`src/rtl/keccak_round_ctrl_if.sv`:
```
// Handshake/control bundle between the Keccak round controller and its
// sponge wrapper / round datapath.
interface keccak_round_ctrl_if;
  logic       start_i;
  logic       abort_i;
  logic       ready_o;
  logic       load_o;
  logic       round_en_o;
  logic [4:0] round_number_o;
  logic       last_round_o;
  logic       busy_o;
  logic       valid_o;
  logic       ready_i;

  // controller side
  modport master (
    input  start_i, abort_i, ready_i,
    output ready_o, load_o, round_en_o, round_number_o, last_round_o, busy_o, valid_o
  );

  // wrapper/datapath side
  modport slave (
    output start_i, abort_i, ready_i,
    input  ready_o, load_o, round_en_o, round_number_o, last_round_o, busy_o, valid_o
  );
endinterface

```
`src/rtl/keccak_round_ctrl.sv`:
```
// Sequencer for the Keccak-f[1600] datapath: IDLE -> LOAD -> RUN (round index
// steps by ROUNDS_PER_CYCLE) -> DONE (result held until the consumer takes it).
module keccak_round_ctrl #(
  parameter int NUM_ROUNDS       = 24,
  parameter int ROUNDS_PER_CYCLE = 1
) (
  input  logic                 clk,
  input  logic                 rst,
  keccak_round_ctrl_if.master  bus
);

  if ((NUM_ROUNDS < 1) || (NUM_ROUNDS > 24) || (ROUNDS_PER_CYCLE < 1) ||
      (NUM_ROUNDS % ROUNDS_PER_CYCLE != 0)) begin : g_param_check
    $error("keccak_round_ctrl: illegal NUM_ROUNDS/ROUNDS_PER_CYCLE combination");
  end

  localparam logic [1:0] IDLE = 2'd0;
  localparam logic [1:0] LOAD = 2'd1;
  localparam logic [1:0] RUN  = 2'd2;
  localparam logic [1:0] DONE = 2'd3;

  localparam logic [4:0] LAST_CNT = 5'(NUM_ROUNDS - ROUNDS_PER_CYCLE);
  localparam logic [4:0] STEP     = 5'(ROUNDS_PER_CYCLE);

  logic [1:0] state, state_nxt;
  logic [4:0] cnt, cnt_nxt;
  logic       at_last;

  assign at_last = (cnt == LAST_CNT);

  // abort outranks every other transition, including start and completion
  always_comb begin
    state_nxt = state;
    cnt_nxt   = cnt;
    if (bus.abort_i) begin
      state_nxt = IDLE;
      cnt_nxt   = '0;
    end else begin
      case (state)
        IDLE: if (bus.start_i) begin
          state_nxt = LOAD;
          cnt_nxt   = '0;
        end
        LOAD: state_nxt = RUN;
        RUN: if (at_last) begin
          state_nxt = DONE;
          cnt_nxt   = '0;
        end else begin
          cnt_nxt = cnt + STEP;
        end
        DONE: if (bus.ready_i) state_nxt = IDLE;
        default: begin
          state_nxt = IDLE;
          cnt_nxt   = '0;
        end
      endcase
    end
  end

  always_ff @(posedge clk or posedge rst) begin
    if (rst) begin
      state <= IDLE;
      cnt   <= '0;
    end else begin
      state <= state_nxt;
      cnt   <= cnt_nxt;
    end
  end

  // Moore decode: outputs depend on registers only, so reset reaches them without a clock
  assign bus.ready_o        = (state == IDLE);
  assign bus.load_o         = (state == LOAD);
  assign bus.round_en_o     = (state == RUN);
  assign bus.round_number_o = (state == RUN) ? cnt : 5'd0;
  assign bus.last_round_o   = (state == RUN) && at_last;
  assign bus.busy_o         = (state == LOAD) || (state == RUN);
  assign bus.valid_o        = (state == DONE);

endmodule

```
`src/flat_wrapper.sv`:
```
// flat-port wrapper written by rule: the top's interface ports become plain ports
module keccak_round_ctrl_flat 
#(
  parameter int NUM_ROUNDS       = 24,
  parameter int ROUNDS_PER_CYCLE = 1
)
  (clk, rst, bus_start_i, bus_abort_i, bus_ready_i, bus_ready_o, bus_load_o, bus_round_en_o, bus_round_number_o, bus_last_round_o, bus_busy_o, bus_valid_o);
  keccak_round_ctrl_if bus_i ();
  input  logic clk;
  input  logic rst;
  input wire logic [$bits(bus_i.start_i)-1:0] bus_start_i;
  input wire logic [$bits(bus_i.abort_i)-1:0] bus_abort_i;
  input wire logic [$bits(bus_i.ready_i)-1:0] bus_ready_i;
  output wire logic [$bits(bus_i.ready_o)-1:0] bus_ready_o;
  output wire logic [$bits(bus_i.load_o)-1:0] bus_load_o;
  output wire logic [$bits(bus_i.round_en_o)-1:0] bus_round_en_o;
  output wire logic [$bits(bus_i.round_number_o)-1:0] bus_round_number_o;
  output wire logic [$bits(bus_i.last_round_o)-1:0] bus_last_round_o;
  output wire logic [$bits(bus_i.busy_o)-1:0] bus_busy_o;
  output wire logic [$bits(bus_i.valid_o)-1:0] bus_valid_o;
  assign bus_i.start_i = bus_start_i;
  assign bus_i.abort_i = bus_abort_i;
  assign bus_i.ready_i = bus_ready_i;
  assign bus_ready_o = bus_i.ready_o;
  assign bus_load_o = bus_i.load_o;
  assign bus_round_en_o = bus_i.round_en_o;
  assign bus_round_number_o = bus_i.round_number_o;
  assign bus_last_round_o = bus_i.last_round_o;
  assign bus_busy_o = bus_i.busy_o;
  assign bus_valid_o = bus_i.valid_o;
  keccak_round_ctrl #(.NUM_ROUNDS(NUM_ROUNDS), .ROUNDS_PER_CYCLE(ROUNDS_PER_CYCLE)) u_core (.clk(clk), .rst(rst), .bus(bus_i));
endmodule
```
`config.mk`:
```
export PLATFORM = sky130hd
export DESIGN_NAME = keccak_round_ctrl_flat
export DESIGN_NICKNAME = d
export VERILOG_FILES = /design/src/rtl/keccak_round_ctrl_if.sv /design/src/rtl/keccak_round_ctrl.sv /design/src/flat_wrapper.sv
export SDC_FILE = /design/constraint.sdc
export NUM_CORES = 1
export LEC_CHECK = 0
export ABC_AREA = 1
export ABC_CLOCK_PERIOD_IN_PS = 1650
export CORE_MARGIN = 2
export CORE_UTILIZATION = 46
export DETAILED_ROUTE_END_ITERATION = 16
export PLACE_DENSITY_LB_ADDON = 0.05
export SETUP_SLACK_MARGIN = 0.3
export SYNTH_ARGS = -nofsm -noshare
export SYNTH_HDL_FRONTEND = slang
export SYNTH_SLANG_ARGS = --single-unit
```
`constraint.sdc`:
```
create_clock -name clk -period 1.65 [get_ports clk]
set_clock_uncertainty 0.15 [all_clocks]
set_input_delay 0.165 -clock clk [delete_from_list [all_inputs] [get_ports clk]]
set_output_delay 0.165 -clock clk [all_outputs]
set_load 0.01 [all_outputs]
```
==> run summary, run 1 <==
The flow ran to the end, and the final reports show no timing, DRC or antenna violations. After synthesis the netlist holds a flip-flop and latch count of 7. The chip height was 40.1 µm.

After clock tree synthesis, the clock-pin slew on the worst setup and hold paths is 60 ps. Based on the critical path, the design can be clocked at up to 643 MHz. The initial antenna violation count is 0, and the mean cell area of the mapped netlist is 6.82 µm². The class of the most critical setup path is flop to output port. Final-stage net count: 136. Maximum vdd ir drop: 1.11 mV.

The number of placed instances, taps included, is 125. The power density over the cells was 1410 nW/µm²; the final weighted congestion in routability-driven placement was 0.770. The tools report the total detailed-routing wirelength as 1700 µm.

Final hold analysis gives a worst-case slack of 458 ps. STA classifies the critical path startpoint as a flop. In the routed design, unresolved DRC markers number 0. The highest net fanout along the worst path works out to 4. The total leakage power is 0.584 nW, and the via count is 660.

In this run the deepest clock path goes through 2 buffers. The initialized floorplan defines 13 standard-cell rows. After synthesis, the netlist uses 17 different library cells. Setup repair after global routing could not meet its margin everywhere.

0 antenna diodes ended up in the layout. On the critical path the largest part of the delay comes from flip-flops. The multi-input combinational cells in the finished layout cover a total of 444 µm². The run gives 0 as the count of pins over their slew limit. In the synthesized netlist, the number of instances is 88.

The critical path contains buffers and inverters numbering 4 combined. After detailed routing, the number of vias per cell comes to 4.75. Length of the first detailed-routing pass in iterations: 4. The H-tree depth came out at 1. In the synthesized netlist the async set-or-reset flop fraction comes to 100%.

16 I/O pins were placed. The number of cells on the critical path works out to 6. Relative to the synthesized area, the layout overhead comes to 75.4%. Clock tree synthesis found a total of 7 sinks. The number of stages on the worst hold path was 2.

Global routing used 24.4% of the available tracks. The netlist area before placement was 601 µm²; the highest cell delay on the worst timing path was 390 ps. Clock latency on the worst-skew pair, taken at its later pin, is 250 ps. The number of enable-type register cells in the synthesized netlist came out at 0.

Entering global routing, the biggest net connects 8 pins. The DRC marker count from the first detailed-route iteration was 15. The tools report the share of the yosys chip area belonging to registers as 29.2%.

By area the synthesized netlist is led by dfrtp_1 (29%), nand2_1 (18%), ha_1 (13%). Summed over all instances, the cell type with the most area after synthesis is dfrtp_1. The horizontal die dimension was 40.1 µm; the average wire per cell in the routed design was 12.2 µm. The top cell type by area accounts for 29.2% of the synthesized area. TritonCTS built the clock tree. The minimum period implied by the final worst setup slack came out at 1550 ps. Once the floorplan was initialized, standard cells occupied 48.0% of the core. Standard cell with the maximum stage delay on the critical path: dfrtp_1. The depth of the worst register-to-register path was 10; the required time at the worst-slack endpoint was 1330 ps.

Input and output buffers added on the ports amount to 15. The detailed placer's ending HPWL is 1040 µm, and the worst slew slack as a fraction of its limit is 82.2%. Setup violations remaining at the end of the flow were counted as 0. The min-delay analysis places its worst path in the category flop to flop.

Counting instances in the post-synthesis netlist gives the leading cell types as nand2_1 (29), inv_1 (14), nand3_1 (8). The most common flop cell mapped by yosys was dfrtp_1. The total area inside the core boundary comes to 1250 µm².

The tools report the via count of the first global-routing pass as 560. The global-route wire length before repair is 2530 µm. The design draws 1.48 mW. The critical path goes through inv_2 -> ha_4 -> buf_6 -> inv_2 -> nor2_1 -> buf_2. Setup total negative slack on the finished layout was measured at 0 ps. For the clock buffer count from CTS, the log shows 3.

Yosys instantiated no cell more often than nand2_1. For the final hold violation count, the log shows 0. Counting stages on the worst path, the most repeated cell is inv_2. Synthesis produced a netlist with a net count of 99. The master cell of the clock root buffer was clkbuf_4.

The post-route netlist has 58.1% of its cells at a drive strength greater than 1. Fill cells in the final layout number 76. For the worst setup path, the data arrival time is 1240 ps. Max-cap violations in this run came to 0. Leaving out filler cells and counting taps, the final layout contains 139. Sequential standard cell area: 176 µm². For this run, the number of Yosys warnings is 0. The post-route antenna net violation count came out at 0. For the pin with the worst max-slew slack, the measured transition is 266 ps. Of the available clock period, the critical path in the final layout requires 94.2%. The worst setup path is captured at an output port.

The die covers 1610 µm². Summed over all layers, the global routing overflow is 0.
## final timing paths
check                           startpoint               end  slack (ps)
setup / recovery           u_core.state[0]  bus_last_round_o         100
hold / removal               u_core.cnt[4]     u_core.cnt[4]         460
setup reg to reg           u_core.state[0]     u_core.cnt[3]         180
hold reg to reg              u_core.cnt[4]     u_core.cnt[4]         460
max in group asynchronous              rst   u_core.state[1]         550
min in group asynchronous              rst   u_core.state[0]         570
## layout by cell type (no fill, tap or decap), drive strengths merged
cell type      netlist  routed
inv                 19      19
ha                   6       6
o21ai                2       2
clkdlybuf4s50        0       4
dlygate4sd3          0       1
nor2                 7       7
clkbuf               0       4
dfrtp                7       7
clkinv               1       1
nand3                8       8
nor3                 1       1
nand2               35      35
nand4                1       1
buf                  1      28
## timing repair
action | 4_1_cts | 5_1_grt
endpoints found under the hold margin | 7 | 0
hold buffers | 1 | 0
resized for setup | 69 | 21
cloned | 0 | 0
setup endpoints to repair | 18 | 18
buffers inserted | 7 | 2
pin swaps | 6 | 5
## routing by layer
| layer | global-route usage (%) | part of all wire [%] |
|---|---|---|
| met3 | 3.89 | 3.5 |
| met1 | 31.0 | 42 |
| met4 | 6.03 | 2.2 |
| met2 | 42.3 | 53 |
| met5 | 0 | 0 |
## cell type report
| class | instances | share of cell area, % |
|---|---|---|
| inverters | 20 | 8.67 |
| repair buffers | 33 | 28.1 |
| well taps | 15 | 1.78 |
| clock buffers | 4 | 2.49 |
| multi-input cells | 60 | 42.2 |
| flip-flops and latches | 7 | 16.7 |
## through the flow
step / area (µm²) / utilization (%) / worst slack [ps]
floorplan: 618 / - / 272
global placement: 836 / 66.7 / 13.0
detailed placement: 836 / 66.7 / 0.497
CTS: 968 / 77.3 / 130
global route: 1050 / 84.1 / 47.4
finish: 1050 / 84.1 / 95.7
## worst min-delay path: cells and delay by family, from the launching register on
| kind | cells | cell delay [ps] |
|---|---|---|
| flip-flops | 1 | 430 |
| AND/OR/NAND/NOR | 2 | 140 |
## flip-flops by register name, indices dropped and copies added (netlist names)
signal	count
u_core.state	2
u_core.cnt	5
## cells by family (layout without fill, tap and decap cells)
logic type               after synthesis  after routing  share of synthesized area, %
AND/OR/NAND/NOR                       52             52                          41.0
AO/OA/AOI/OAI                          2              2                          2.29
buffers and inverters                 21             57                          15.0
flip-flops                             7              7                          29.2
adder cells (fa/ha/maj)                6              6                          12.5
## where the power goes
| group | internal [mW] | switching [mW] |
|---|---|---|
| Combinational | 0.540 | 0.550 |
| Clock | 0.0922 | 0.0626 |
| Sequential | 0.205 | 0.0326 |
| Total | 0.838 | 0.645 |
Power figures use the tool's default switching activity.
==> inputs of run 2 (changes only) <==
--- a/config.mk
+++ b/config.mk
@@ -7,8 +7,11 @@
 export LEC_CHECK = 0
 export ABC_AREA = 1
 export ABC_CLOCK_PERIOD_IN_PS = 1650
+export CELL_PAD_IN_SITES_DETAIL_PLACEMENT = 0
+export CELL_PAD_IN_SITES_GLOBAL_PLACEMENT = 1
+export CORE_ASPECT_RATIO = 1.25
 export CORE_MARGIN = 2
-export CORE_UTILIZATION = 46
+export CORE_UTILIZATION = 32
 export DETAILED_ROUTE_END_ITERATION = 16
 export PLACE_DENSITY_LB_ADDON = 0.05
 export SETUP_SLACK_MARGIN = 0.3
==> run summary, run 2 (synthesis gave the netlist of run 1 again) <==
The flow ran to the end, but the final reports show violations. The final reports fail on negative hold slack. The chip height is 52.4 µm. The core occupancy in the finished layout was 59.1%. The most numerous cell on the critical path was inv_2. The maximum vdd ir drop came out at 0.885 mV. More flip-flops sit in one register than any other, and that register is u_core.cnt.

The clock period could shrink to 1550 ps. Compared with the post-synthesis result, the final layout area differs by 73.7%. The largest registers in the layout are u_core.cnt: 5 flops, u_core.state: 2 flops.

The highest clock rate came out at 645 MHz. The class of the most critical setup path was flop to output port. The most common cell after layout, fill and taps aside was nand2_1.

For the DRC violation count after routing, the log shows 0. The floorplan has 17 rows. The run gives 0.595 nW as the total leakage power. The tree is rooted in a clkbuf_4.

In this run the tightest slew margin relative to its limit is 81.3%. Data arrives at the worst endpoint at 1240 ps. The run gives 4 as the length of the first detailed-routing pass in iterations. The run gives 131 as the number of instances in the placed design. H-tree depth: 1.

Setup repair after global routing could not meet its margin everywhere. The worst hold path belongs to the class input pin to asynchronous set/reset pin. TritonCTS built the clock tree. The total detailed-routing wirelength was 1640 µm.

At the pin with the least slew margin, the transition time is 280 ps. The share of final-layout standard cells stronger than drive strength 1 came out at 52.0%. The logs give -1.40 ps for the smallest hold slack and 0 for the number of max-capacitance violations reported. Of all nets on the critical path, the largest fanout is 7.

The initial antenna violation count was 0; the number of antenna diodes was 0. The worst register-to-register path begins at u_core.state[0]. The worst setup path is launched from a flop. For this design the top-level I/O count stands at 16. The slowest stage of the critical path belongs to the cell dfrtp_1.

The overall fraction of global-route tracks in use was 17.1%; the count of pins over their slew limit was 0. For this configuration, the core starts out at a cell density of 34.0%. Total power for the finished layout comes to 1.39 mW. The maximum number of pins on one net before global-route repair is 8. The horizontal die dimension is 42.8 µm, and the clock network latency to the later pin of the worst-skew pair is 250 ps.

The buffer levels on the longest clock path was 2; the aggregate global routing overflow was 0. The tools report the number of buffers added to fix hold violations after cts as 0. The tools report the source of the critical timing path as u_core.state[0]. Of the available clock period, the critical path in the final layout requires 94.0%.

Setup violations remaining at the end of the flow were counted as 0. The detailed router placed 649 vias in this run. Dividing the detail-routed wire length by the instance count gives 11.4 µm.

Among cell families on the critical path, the largest total delay comes from flip-flops. The region available for standard cell placement spans 1770 µm². The run gives 177 as the fill cell instance count of the final layout.

For this run, the slowest stage of the critical path takes 400 ps. The register with the most flip-flops in the layout has 5 of them. The sort of element at the end of the critical path is an output port. After legalization and detailed placement, the total HPWL measured 1160 µm. The library cells used most frequently in the layout, excluding fill and tap cells, are nand2_1 (22), buf_6 (13), buf_4 (12).

Clock tree synthesis inserted a total of 3 buffers. The required time at the worst-slack endpoint was 1330 ps; the power density over the cells was 1330 nW/µm². The post-route antenna net violation count is 0, and the via count of the first global-routing pass is 624. After the flow finishes, the layout carries non-filler instances totaling 144. The tree built by TritonCTS fans out to 7 sinks.

The final layout contains 137 nets. The placed instances occupy a cell area of 856 µm². The DRC marker count from the first detailed-route iteration was 6. For the final hold violation count, the log shows 7.

The floorplan step defined a die boundary enclosing 2240 µm². After routing the design area is 1040 µm². Clock-pin slew was measured on the worst setup and hold paths at 50 ps. Port buffering added 15 buffers. The count of buffering cells on the critical path with inverters included was 3. The global-route wire length before repair was 2840 µm. At the end of routability-driven placement, the weighted congestion stood at 0.731. Walking the worst path, the cells encountered are inv_2 -> ha_4 -> inv_2 -> nor2_1 -> buf_2. After detailed routing, the number of vias per cell comes to 4.51.
run 2: changes by cell type in the layout (fill, tap and decap cells not counted), moves of 2 or more:
| cell | previous run | this run |
|---|---|---|
| nand2_1 | 17 | 22 |
| inv_2 | 7 | 5 |
| buf_4 | 10 | 12 |
| inv_1 | 9 | 11 |
| nand2_2 | 15 | 9 |
| inv_4 | 1 | 3 |
run 2: what timing repair did:
action	CTS	global route
resized for setup	58	19
endpoints found under the setup margin	18	18
buffers inserted	7	2
pin swaps	11	6
run 2: stage by stage:
step	setup WS, ps	TNS, ps	hold WS [ps]
finish	99.4	0	-1.40
floorplan	272	0	-182
global route	40.7	0	16.1
detailed placement	-25.2	-36.5	273
CTS	115	0	5.63
global placement	-10.8	-16.5	276
run 2: cell type report:
cell class | instances | area [µm²] | share of cell area (%)
sequential | 7 | 175 | 16.8
inverter | 20 | 83.8 | 8.03
multi-input combinational | 60 | 433 | 41.5
tap | 19 | 23.8 | 2.28
timing repair buffer | 34 | 302 | 28.9
clock buffer | 4 | 26.3 | 2.52
run 2: power breakdown:
group	total, mW	switching, mW	internal (mW)	leakage [nW]
sequential	0.234	0.0306	0.203	0.0955
clock	0.159	0.0663	0.0925	0.0150
combinational	0.998	0.497	0.501	0.484
run 2: routing by layer:
| layer | global-route usage, % | up-vias | share of wire [%] |
|---|---|---|---|
| li1 | - | 336 | - |
| met1 | 18.1 | 300 | 40 |
| met2 | 32.3 | 13 | 55 |
| met3 | 5.86 | 0 | 4.4 |
| met4 | 3.13 | 0 | 0 |
| met5 | 0 | - | 0 |
run 2: worst paths after layout:
kind | to | slack [ps] | depth (start not counted)
max reg2reg | u_core.cnt[3] | 130 | 10
max in group asynchronous | u_core.cnt[3] | 1140 | 2
max | bus_last_round_o | 100 | 5
min | u_core.cnt[2] | -1 | 2
min reg2reg | u_core.cnt[4] | 440 | 3
min in group clk | u_core.cnt[4] | 440 | 3
